[src/rtl/dmem_arb_pkg.sv]
// Shared types and defaults for the two-master data-memory arbiter.
`timescale 1ns/1ps
package dmem_arb_pkg;

  localparam int AW_DEF      = 8;
  localparam int DW_DEF      = 8;
  localparam int TIMEOUT_DEF = 16;
  localparam int TW          = $clog2(256);

  typedef enum logic [1:0] {
    IDLE  = 2'd0,
    GNT0  = 2'd1,
    GNT1  = 2'd2,
    ABORT = 2'd3
  } arb_state_e;

  // Round-robin pick: on a tie the master not served most recently wins.
  function automatic arb_state_e arb_pick(input logic cyc0, input logic cyc1,
                                          input logic last_gnt);
    if (cyc0 && (!cyc1 || last_gnt)) return GNT0;
    if (cyc1) return GNT1;
    return IDLE;
  endfunction

endpackage

[src/rtl/dmem_arb_watchdog.sv]
// Stall counter: counts consecutive unacknowledged strobe cycles of the granted master.
`timescale 1ns/1ps
module dmem_arb_watchdog
  import dmem_arb_pkg::*;
#(
  parameter int TIMEOUT = TIMEOUT_DEF
) (
  input  logic clk_i,
  input  logic rst_ni,
  input  logic clr_i,
  input  logic stall_i,
  output logic expired_o
);

  logic [TW-1:0] timer_q, timer_d;

  always_comb begin
    timer_d = timer_q;
    if (clr_i || !stall_i) timer_d = '0;
    else                   timer_d = timer_q + 1'b1;
  end

  always_ff @(posedge clk_i or negedge rst_ni) begin
    if (!rst_ni) timer_q <= '0;
    else         timer_q <= timer_d;
  end

  // Fires in the stalled cycle that would be the TIMEOUT-th in a row.
  assign expired_o = stall_i && (timer_q == TW'(TIMEOUT - 1));

endmodule

[src/rtl/dmem_arbiter.sv]
// Two-master Wishbone-classic arbiter with cycle lock, round-robin ties and stall abort.
`timescale 1ns/1ps
module dmem_arbiter
  import dmem_arb_pkg::*;
#(
  parameter int AW      = AW_DEF,
  parameter int DW      = DW_DEF,
  parameter int TIMEOUT = TIMEOUT_DEF
) (
  input  logic          clk_i,
  input  logic          rst_ni,
  input  logic          m0_cyc_i,
  input  logic          m0_stb_i,
  input  logic          m0_we_i,
  input  logic [AW-1:0] m0_adr_i,
  input  logic [DW-1:0] m0_dat_i,
  output logic [DW-1:0] m0_dat_o,
  output logic          m0_ack_o,
  output logic          m0_err_o,
  input  logic          m1_cyc_i,
  input  logic          m1_stb_i,
  input  logic          m1_we_i,
  input  logic [AW-1:0] m1_adr_i,
  input  logic [DW-1:0] m1_dat_i,
  output logic [DW-1:0] m1_dat_o,
  output logic          m1_ack_o,
  output logic          m1_err_o,
  output logic          s_cyc_o,
  output logic          s_stb_o,
  output logic          s_we_o,
  output logic [AW-1:0] s_adr_o,
  output logic [DW-1:0] s_dat_o,
  input  logic [DW-1:0] s_dat_i,
  input  logic          s_ack_i,
  output logic [1:0]    gnt_o
);

  arb_state_e state_q, state_d;
  logic       last_gnt_q, last_gnt_d;
  logic       stall, expired, wd_clr;

  always_comb begin
    state_d = state_q;
    case (state_q)
      IDLE: state_d = arb_pick(m0_cyc_i, m1_cyc_i, last_gnt_q);
      GNT0: begin
        if (expired)        state_d = ABORT;
        else if (!m0_cyc_i) state_d = m1_cyc_i ? GNT1 : IDLE;
      end
      GNT1: begin
        if (expired)        state_d = ABORT;
        else if (!m1_cyc_i) state_d = m0_cyc_i ? GNT0 : IDLE;
      end
      // last_gnt still names the aborted master; wait for it to let go.
      ABORT: begin
        if (!(last_gnt_q ? m1_cyc_i : m0_cyc_i))
          state_d = arb_pick(m0_cyc_i, m1_cyc_i, last_gnt_q);
      end
      default: state_d = IDLE;
    endcase

    last_gnt_d = last_gnt_q;
    if (state_d == GNT0 && state_q != GNT0) last_gnt_d = 1'b0;
    if (state_d == GNT1 && state_q != GNT1) last_gnt_d = 1'b1;
  end

  always_ff @(posedge clk_i or negedge rst_ni) begin
    if (!rst_ni) begin
      state_q    <= IDLE;
      last_gnt_q <= 1'b1;
    end else begin
      state_q    <= state_d;
      last_gnt_q <= last_gnt_d;
    end
  end

  // Slave-side mux; kept apart from the master side so the stall path has no loop.
  always_comb begin
    s_cyc_o = 1'b0;
    s_stb_o = 1'b0;
    s_we_o  = 1'b0;
    s_adr_o = '0;
    s_dat_o = '0;
    gnt_o   = 2'b00;
    case (state_q)
      GNT0: begin
        s_cyc_o = m0_cyc_i;
        s_stb_o = m0_stb_i;
        s_we_o  = m0_we_i;
        s_adr_o = m0_adr_i;
        s_dat_o = m0_dat_i;
        gnt_o   = 2'b01;
      end
      GNT1: begin
        s_cyc_o = m1_cyc_i;
        s_stb_o = m1_stb_i;
        s_we_o  = m1_we_i;
        s_adr_o = m1_adr_i;
        s_dat_o = m1_dat_i;
        gnt_o   = 2'b10;
      end
      default: ;
    endcase
  end

  assign stall  = s_stb_o & ~s_ack_i;
  assign wd_clr = (state_d != state_q);

  dmem_arb_watchdog #(
    .TIMEOUT (TIMEOUT)
  ) u_watchdog (
    .clk_i     (clk_i),
    .rst_ni    (rst_ni),
    .clr_i     (wd_clr),
    .stall_i   (stall),
    .expired_o (expired)
  );

  always_comb begin
    m0_ack_o = 1'b0;
    m0_err_o = 1'b0;
    m0_dat_o = '0;
    m1_ack_o = 1'b0;
    m1_err_o = 1'b0;
    m1_dat_o = '0;
    case (state_q)
      GNT0: begin
        m0_ack_o = s_ack_i & ~expired;
        m0_err_o = expired;
        m0_dat_o = s_dat_i;
      end
      GNT1: begin
        m1_ack_o = s_ack_i & ~expired;
        m1_err_o = expired;
        m1_dat_o = s_dat_i;
      end
      default: ;
    endcase
  end

endmodule

[config.mk]
export PLATFORM = sky130hd
export DESIGN_NAME = dmem_arbiter
export DESIGN_NICKNAME = d
export VERILOG_FILES = /design/src/rtl/dmem_arb_pkg.sv /design/src/rtl/dmem_arb_watchdog.sv /design/src/rtl/dmem_arbiter.sv
export SDC_FILE = /design/constraint.sdc
export NUM_CORES = 1
export LEC_CHECK = 0
export CORE_MARGIN = 3
export CORE_UTILIZATION = 32
export CTS_CLUSTER_DIAMETER = 80
export DETAILED_ROUTE_END_ITERATION = 6
export GPL_ROUTABILITY_DRIVEN = 0
export PLACE_DENSITY_LB_ADDON = 0.2
export SYNTH_ARGS = -nofsm -noshare
export SYNTH_HDL_FRONTEND = slang
export SYNTH_SLANG_ARGS = --single-unit
[constraint.sdc]
create_clock -name clk_i -period 2.21 [get_ports clk_i]
set_clock_uncertainty 0.1 [all_clocks]
set_input_delay 0.663 -clock clk_i [delete_from_list [all_inputs] [get_ports clk_i]]
set_output_delay 0.663 -clock clk_i [all_outputs]
set_load 0.01 [all_outputs]
==> results.md, run 1 <==
- HP Start: u_watchdog.timer_q[0]
- Worst r2r src: state_q[0]
- Iter 0 DRT Violations: 99
- Synth Instances: approximately 150
- Initial antenna violation count: 0
- Worst skew pair latency: 0.24 ns
- Violated checks: negative setup slack
- WP data arrival: about 1.7 ns
- Setup repair after global routing missed its margin: yes
- Primary FF master, synth: dfrtp_1
- Die Ht: roughly 69 µm
- Synthesized area: 1257 µm²
- Critical Path, Cell by Cell: buf_6 > ha_4 > buf_12 > buf_16 > a22oi_2 > nor2b_4 > buf_6
- Filler Cell Count: 229
- Clock sink total: 11
- GRT Util Overall: 0.2507
- DRT Pass-1 Iters: 4
- Routed Antenna Nets: 0
- Commonest cells after routing, fill and taps aside: clkdlybuf4s50_1 (41), buf_4 (35), buf_2 (26), buf_6 (24), a22oi_2 (18)
- # port buffers: just under 90
- F_max: about 410 MHz
- Layout Nets: 347
- Crit-path most repeated cell: buf_6
- Final Hold Vio Count: 0
- Synth warn: 0
- FF-to-FF setup slack: -0.20 ns
- Die X: slightly below 70 µm
- Relative slew slack: 0.6473
- Outcome: complete, but fails checks
- Setup ws final: -0.2565 ns
- Critical path startpoint category: register
- Die footprint: 4718 µm²
- WHS: about 0.44 ns
- H-tree depth: 1
- Synth area leaders: dfrtp_1 (20%), a22oi_1 (11%), and2_1 (10%), nor2b_1 (9.0%), ha_1 (7.0%)
- CTS clk-pin slew, worst paths: roughly 0.050 ns
- Worst Reg-to-Reg Cells: 10
- Tightest Pin Transition: 0.5278 ns
- Global-route wire length before repair: about 8700 µm
- Routed wire length: around 7000 µm
- Share of cells above drive strength 1: 0.5552
- Setup violations, final: 45
- Gr ovfl total: 0
- WL/cell: 20.79 µm
- Number of register bits inferred by synthesis: 11
- Slew Viols, Final: 0
- Largest net degree at the start of global routing: 20
- Worst hold path class: reg -> reg
- LEAKAGE: roughly 1.3 nW
- Critical path's largest stage delay: 0.44 ns
- Synthesized Nets: 205
- Worst-path maximum fanout: 5
- CP max-delay cell: dfrtp_2
- CORE AREA: roughly 3700 µm²
- Critical path class: reg -> out
- TritonCTS Buffers: 3
- Worst path required time: roughly 1.5 ns
- Minimum clock period: approximately 2.5 ns
- Period utilisation layout: 1.116
- CTS Root Cell: clkbuf_8
- Sequential fraction of the synthesis area: 0.2199
- Vias: 1855
- Number of vias per cell: 5.488
- Area leader, netlist: dfrtp_1
- Pwr Density: around 1400 nW/µm²
- Register area: around 280 µm²
- DRC Markers: 0
- TritonCTS clock tree: built
- Initial Util: 0.3384
- Rows: 22
- Hold Path Stages: 2
- Worst R2R End: u_watchdog.timer_q[6]
- Syn Area/Cell: between 8 and 9 µm²
- CTS max path bufs: 2
- MaxCap Viol Count: 0
- FFs w/ async S/R, synth: 1.000
- DP HPWL: approximately 3700 µm
- Hold Path Sink: u_watchdog.timer_q[0]
- Num ports: 90
- CP endpoint kind: output pin
- Max VDD drop: between 0.6 and 0.7 mV
- Vias in the first global route: ~1.8k
- Post-synth EDFFs: 0
- Share of the synthesized area in the top cell type: 0.1990
- Area occupied by multi-input gates: about 1200 µm²
- Post-synth cell types: 38
- Antenna cells: 0
- Core Util, Final: 0.8131
- Commonest non-fill, non-tap cell in the layout: clkdlybuf4s50_1
- Area Overhead vs Synth: 140.3%
## stage by stage
step | TNS (ns) | instances | setup slack (ns) | cell area [µm²] | power, mW
5_1_grt | -8.014 | 338 | -0.2897 | 3022 | 4.385
4_1_cts | -5.223 | 331 | -0.2051 | 2816 | 3.635
3_3_place_gp | -19.35 | 308 | -0.6604 | 2437 | 2.582
3_5_place_dp | -19.83 | 308 | -0.6810 | 2437 | 2.603
2_1_floorplan | -0.01239 | 149 | -0.01239 | 1281 | 1.475
6_report | -6.082 | 338 | -0.2565 | 3022 | 4.209
## worst max-delay path by stage
stage | slack (ns) | end | startpoint | cells past startpoint
finish | -0.26 | s_we_o | state_q[0] | 7
global route | -0.29 | m0_err_o | state_q[0] | 8
CTS | -0.21 | s_dat_o[5] | state_q[0] | 6
detailed placement | -0.68 | m1_err_o | m0_stb_i | 5
global placement | -0.66 | m1_err_o | m0_stb_i | 5
floorplan | -0.01 | s_adr_o[1] | state_q[0] | 5
## critical path, delay by kind of cell, from the launching register on
| kind | cells | cell delay (ns) |
|---|---|---|
| simple gates | 1 | 0.08 |
| compound gates | 1 | 0.22 |
| fa+ha+maj | 1 | 0.19 |
| buf+inv | 4 | 0.53 |
| flops | 1 | 0.44 |
## synth_stat cells (3+ instances only)
library cell,instances
ha_1,7
nor2_1,5
xnor2_1,4
and2_1,20
nor4_1,8
nand2_1,6
a21oi_1,3
a22oi_1,19
clkbuf_1,6
dfrtp_1,10
inv_1,9
nor2b_1,18
## sequential cells by signal, indices dropped and copies added, names as in the netlist
name,count
u_watchdog.timer_q,8
last_gnt_q,1
state_q,2
## kinds of logic (layout without fill, tap and decap cells)
family | count (synthesis) | after routing | share of synthesized area
compound gates | 39 | 39 | 0.2717
buf+inv | 18 | 159 | 0.05572
fa+ha+maj | 7 | 7 | 0.06965
flops | 11 | 11 | 0.2199
simple gates | 68 | 68 | 0.3413
xor+xnor | 6 | 6 | 0.04179
## layer usage
metal  global-route usage  vias up  wire (µm)
met5                    0        -          0
met4               0.1315        0        379
met3              0.06159       35        435
met2               0.4613       98       3782
met1               0.2586      902       2430
li1                     -      820          -
## power by group
group / switching (mW) / total (mW) / leakage [nW] / internal [mW]
combinational: 1.64 / 3.70 / 1.17 / 2.06
sequential: 0.0604 / 0.305 / 0.144 / 0.244
clock: 0.0774 / 0.204 / 0.0228 / 0.127
total: 1.78 / 4.21 / 1.34 / 2.43
## what timing repair did
action                                  CTS  global route
gates resized for setup                 233            38
pin swaps                                13             7
endpoints found under the setup margin   50            50
buffers inserted                         15             8
endpoints found under the hold margin     0             0
cloned                                    4             1
hold buffers                              0             0
## final cells by class
type / count / share of cell area
well taps: 48 / 0.01988
inverters: 9 / 0.01201
multi-input cells: 120 / 0.3975
repair buffers: 146 / 0.4634
clock buffers: 4 / 0.01491
flip-flops and latches: 11 / 0.09234
Note: power is estimated with default switching activity, not from simulation.
==> run 2: changes to the inputs <==
--- a/config.mk
+++ b/config.mk
@@ -5,6 +5,7 @@
 export SDC_FILE = /design/constraint.sdc
 export NUM_CORES = 1
 export LEC_CHECK = 0
+export CORE_ASPECT_RATIO = 0.9
 export CORE_MARGIN = 3
 export CORE_UTILIZATION = 32
 export CTS_CLUSTER_DIAMETER = 80
==> results.md, run 2 (same netlist as run 1, synthesis figures left out) <==
- Setup violations, final: 34 (-24%)
- Die footprint: 4719 µm² (about the same)
- Share of cells above drive strength 1: 0.5265 (-0.02867)
- Max VDD drop: 0.9724 mV (+45%)
- WHS: 0.4293 ns (-0.008918 ns)
- Outcome: complete, but fails checks
- TritonCTS clock tree: built
- Final Hold Vio Count: 0 (unchanged)
- Post-route cell area: 2770 µm² (-8.3%)
- Routed wire length: 5773 µm (-18%)
- Area occupied by multi-input gates: 1137 µm² (-5.3%)
- CTS clk-pin slew, worst paths: 0.05 ns (about the same)
- Vias in the first global route: 1728 (-4.7%)
- Worst path required time: 1.45 ns (about the same)
- Met3 Use GR: 0.02599 (-0.03559)
- F_max: 419.5 MHz (+3.5%)
- Global-route wire length before repair: 8790 µm (+1.4%)
- WP data arrival: 1.62 ns (-0.08 ns)
- MaxCap Viol Count: 0 (unchanged)
- Setup ws final: -0.1737 ns (+0.08279 ns)
- Placed instance area: 2420 µm² (-0.72%)
- Tightest Pin Transition: 0.4792 ns (-0.04866 ns)
- Biggest regs: u_watchdog.timer_q (8), state_q (2), last_gnt_q (1)
- Worst hold path class: reg -> reg
- Non-filler cells, final: 327 (-3.3%)
- Critical Path Source: state_q[0]
- Die Ht: 65.47 µm (-4.7%)
- Met1 Use GR: 0.2787 (+0.02005)
- Initial Util: 0.3514 (+0.01301)
- Antenna cells: 0 (unchanged)
- Critical Path, Cell by Cell: buf_6 > ha_4 > buf_6 > buf_6 > a22oi_2 > nor2b_2 > buf_2
- Busiest grt layer: met2
- CP max-delay cell: dfrtp_2
- Commonest cells after routing, fill and taps aside: clkdlybuf4s50_1 (43), buf_2 (30), buf_4 (30), buf_6 (27), a22oi_2 (18)
- Num ports: 90 (unchanged)
- Rows: 20 (-9.1%)
- Critical path class: reg -> out
- Worst skew pair latency: 0.24 ns (about the same)
- GRT Util Overall: 0.2354 (-0.01529)
- Largest Register: u_watchdog.timer_q
- Area Overhead vs Synth: 120.3%
- Total power draw: 3.495 mW (-17%)
- HP Start: u_watchdog.timer_q[0]
- Gr ovfl total: 0 (unchanged)
- Clock sink total: 11 (unchanged)
- CTS Root Cell: clkbuf_8
- # port buffers: 89 (unchanged)
- Cell Count Post-Placement: 304 (-1.3%)
- Setup TNS Final: -3.461 ns (+2.621 ns)
- Die X: 72.08 µm (+4.9%)
- DP HPWL: 3896 µm (+6.0%)
- Number of flip-flops in the largest register: 8 (unchanged)
- H-tree depth: 1 (unchanged)
- Critical path's largest stage delay: 0.44 ns (about the same)
- Initial antenna violation count: 0 (unchanged)
- LEAKAGE: 1.247 nW (-7.0%)
- Number of vias per cell: 5.107 (-6.9%)
- Layout Nets: 340 (-2.0%)
- TritonCTS Buffers: 3 (unchanged)
- CTS max path bufs: 2 (unchanged)
- Violated checks: negative setup slack
- Crit-path most repeated cell: buf_6
- Number of hold buffers added after cts: 0 (unchanged)
- Crit path max-delay family: buffers and inverters
- DRT Pass-1 Iters: 4 (unchanged)
- CP endpoint kind: output pin
- Largest net degree at the start of global routing: 12 (-40%)
- Filler Cell Count: 254 (+11%)
- Relative slew slack: 0.6795 (+0.03229)
- Period utilisation layout: 1.079 (-0.03746)
- Commonest non-fill, non-tap cell in the layout: clkdlybuf4s50_1
- Worst r2r src: state_q[0]
- CORE AREA: 3578 µm² (-3.7%)
- Pwr Density: 1262 nW/µm² (-9.4%)
- Crit path buf inv count: 4 (unchanged)
- Met2 Use GR: 0.4193 (-0.04195)
- Routed Antenna Nets: 0 (unchanged)
- Setup repair after global routing missed its margin: yes
- Minimum clock period: 2.384 ns (-0.08279 ns)
- Slew Viols, Final: 0 (unchanged)
- Register area: 277.8 µm² (-0.45%)
- Critical path startpoint category: register
- WL/cell: 17.65 µm (-15%)
- Worst-path maximum fanout: 5 (unchanged)
- Iter 0 DRT Violations: 111 (+12%)
- Vias: 1670 (-10%)
- DRC Markers: 0 (unchanged)
==> run 2: cell count changes in the layout (fill, tap and decap cells not counted), sizes merged <==
cell and delta:
buf -8, clkbuf -2, clkdlybuf4s50 +2, bufbuf +1
==> run 2: stage by stage <==
| step | setup slack [ns] | utilization |
|---|---|---|
| finish | -0.1737 | 0.7741 |
| global route | -0.2449 | 0.7741 |
| CTS | -0.2137 | 0.7444 |
| detailed placement | -0.7877 | 0.6762 |
| global placement | -0.7711 | 0.6762 |
| floorplan | -0.01239 | - |
==> run 2: final timing paths <==
kind	cells after the start	slack (ns)	to
max in group asynchronous	1	1.00	state_q[0]
worst min register to register	2	0.43	u_watchdog.timer_q[0]
min in group asynchronous	1	0.65	u_watchdog.timer_q[1]
worst max register to register	9	-0.09	u_watchdog.timer_q[7]
worst max-delay path	7	-0.17	s_dat_o[6]
worst min-delay path	2	0.43	u_watchdog.timer_q[0]
==> run 2: per-layer routing <==
| layer | wire length, µm | share of wire | vias up |
|---|---|---|---|
| met4 | 161 | 0.028 | 0 |
| met3 | 264 | 0.046 | 18 |
| met2 | 3145 | 0.54 | 57 |
| met1 | 2201 | 0.38 | 790 |
| li1 | - | - | 805 |
| met5 | 0 | 0 | - |
==> run 2: worst min-delay path: stages (launching register included) <==
cell     delay (ns)
dfrtp_1        0.34
buf_4          0.12
nor4_2         0.04
==> run 2: final cells by class <==
class / instances / share of cell area
Timing Repair Buffer: 139 / 0.4399
Multi-Input combinational cell: 120 / 0.4106
Sequential cell: 11 / 0.1003
Tap cell: 44 / 0.01987
Clock buffer: 4 / 0.01626
Inverter: 9 / 0.01310
==> run 2: repair_timing <==
item                                    CTS  global route
pin swaps                                14             9
endpoints found under the setup margin   50            45
gates cloned                              5             0
endpoints found under the hold margin     0             0
resized for setup                       217            27
setup buffers                            12             5
==> run 2: power by group <==
group          total, mW  switching, mW  internal [mW]
Clock              0.200         0.0735          0.126
Combinational       3.01           1.38           1.63
Sequential         0.287         0.0445          0.243
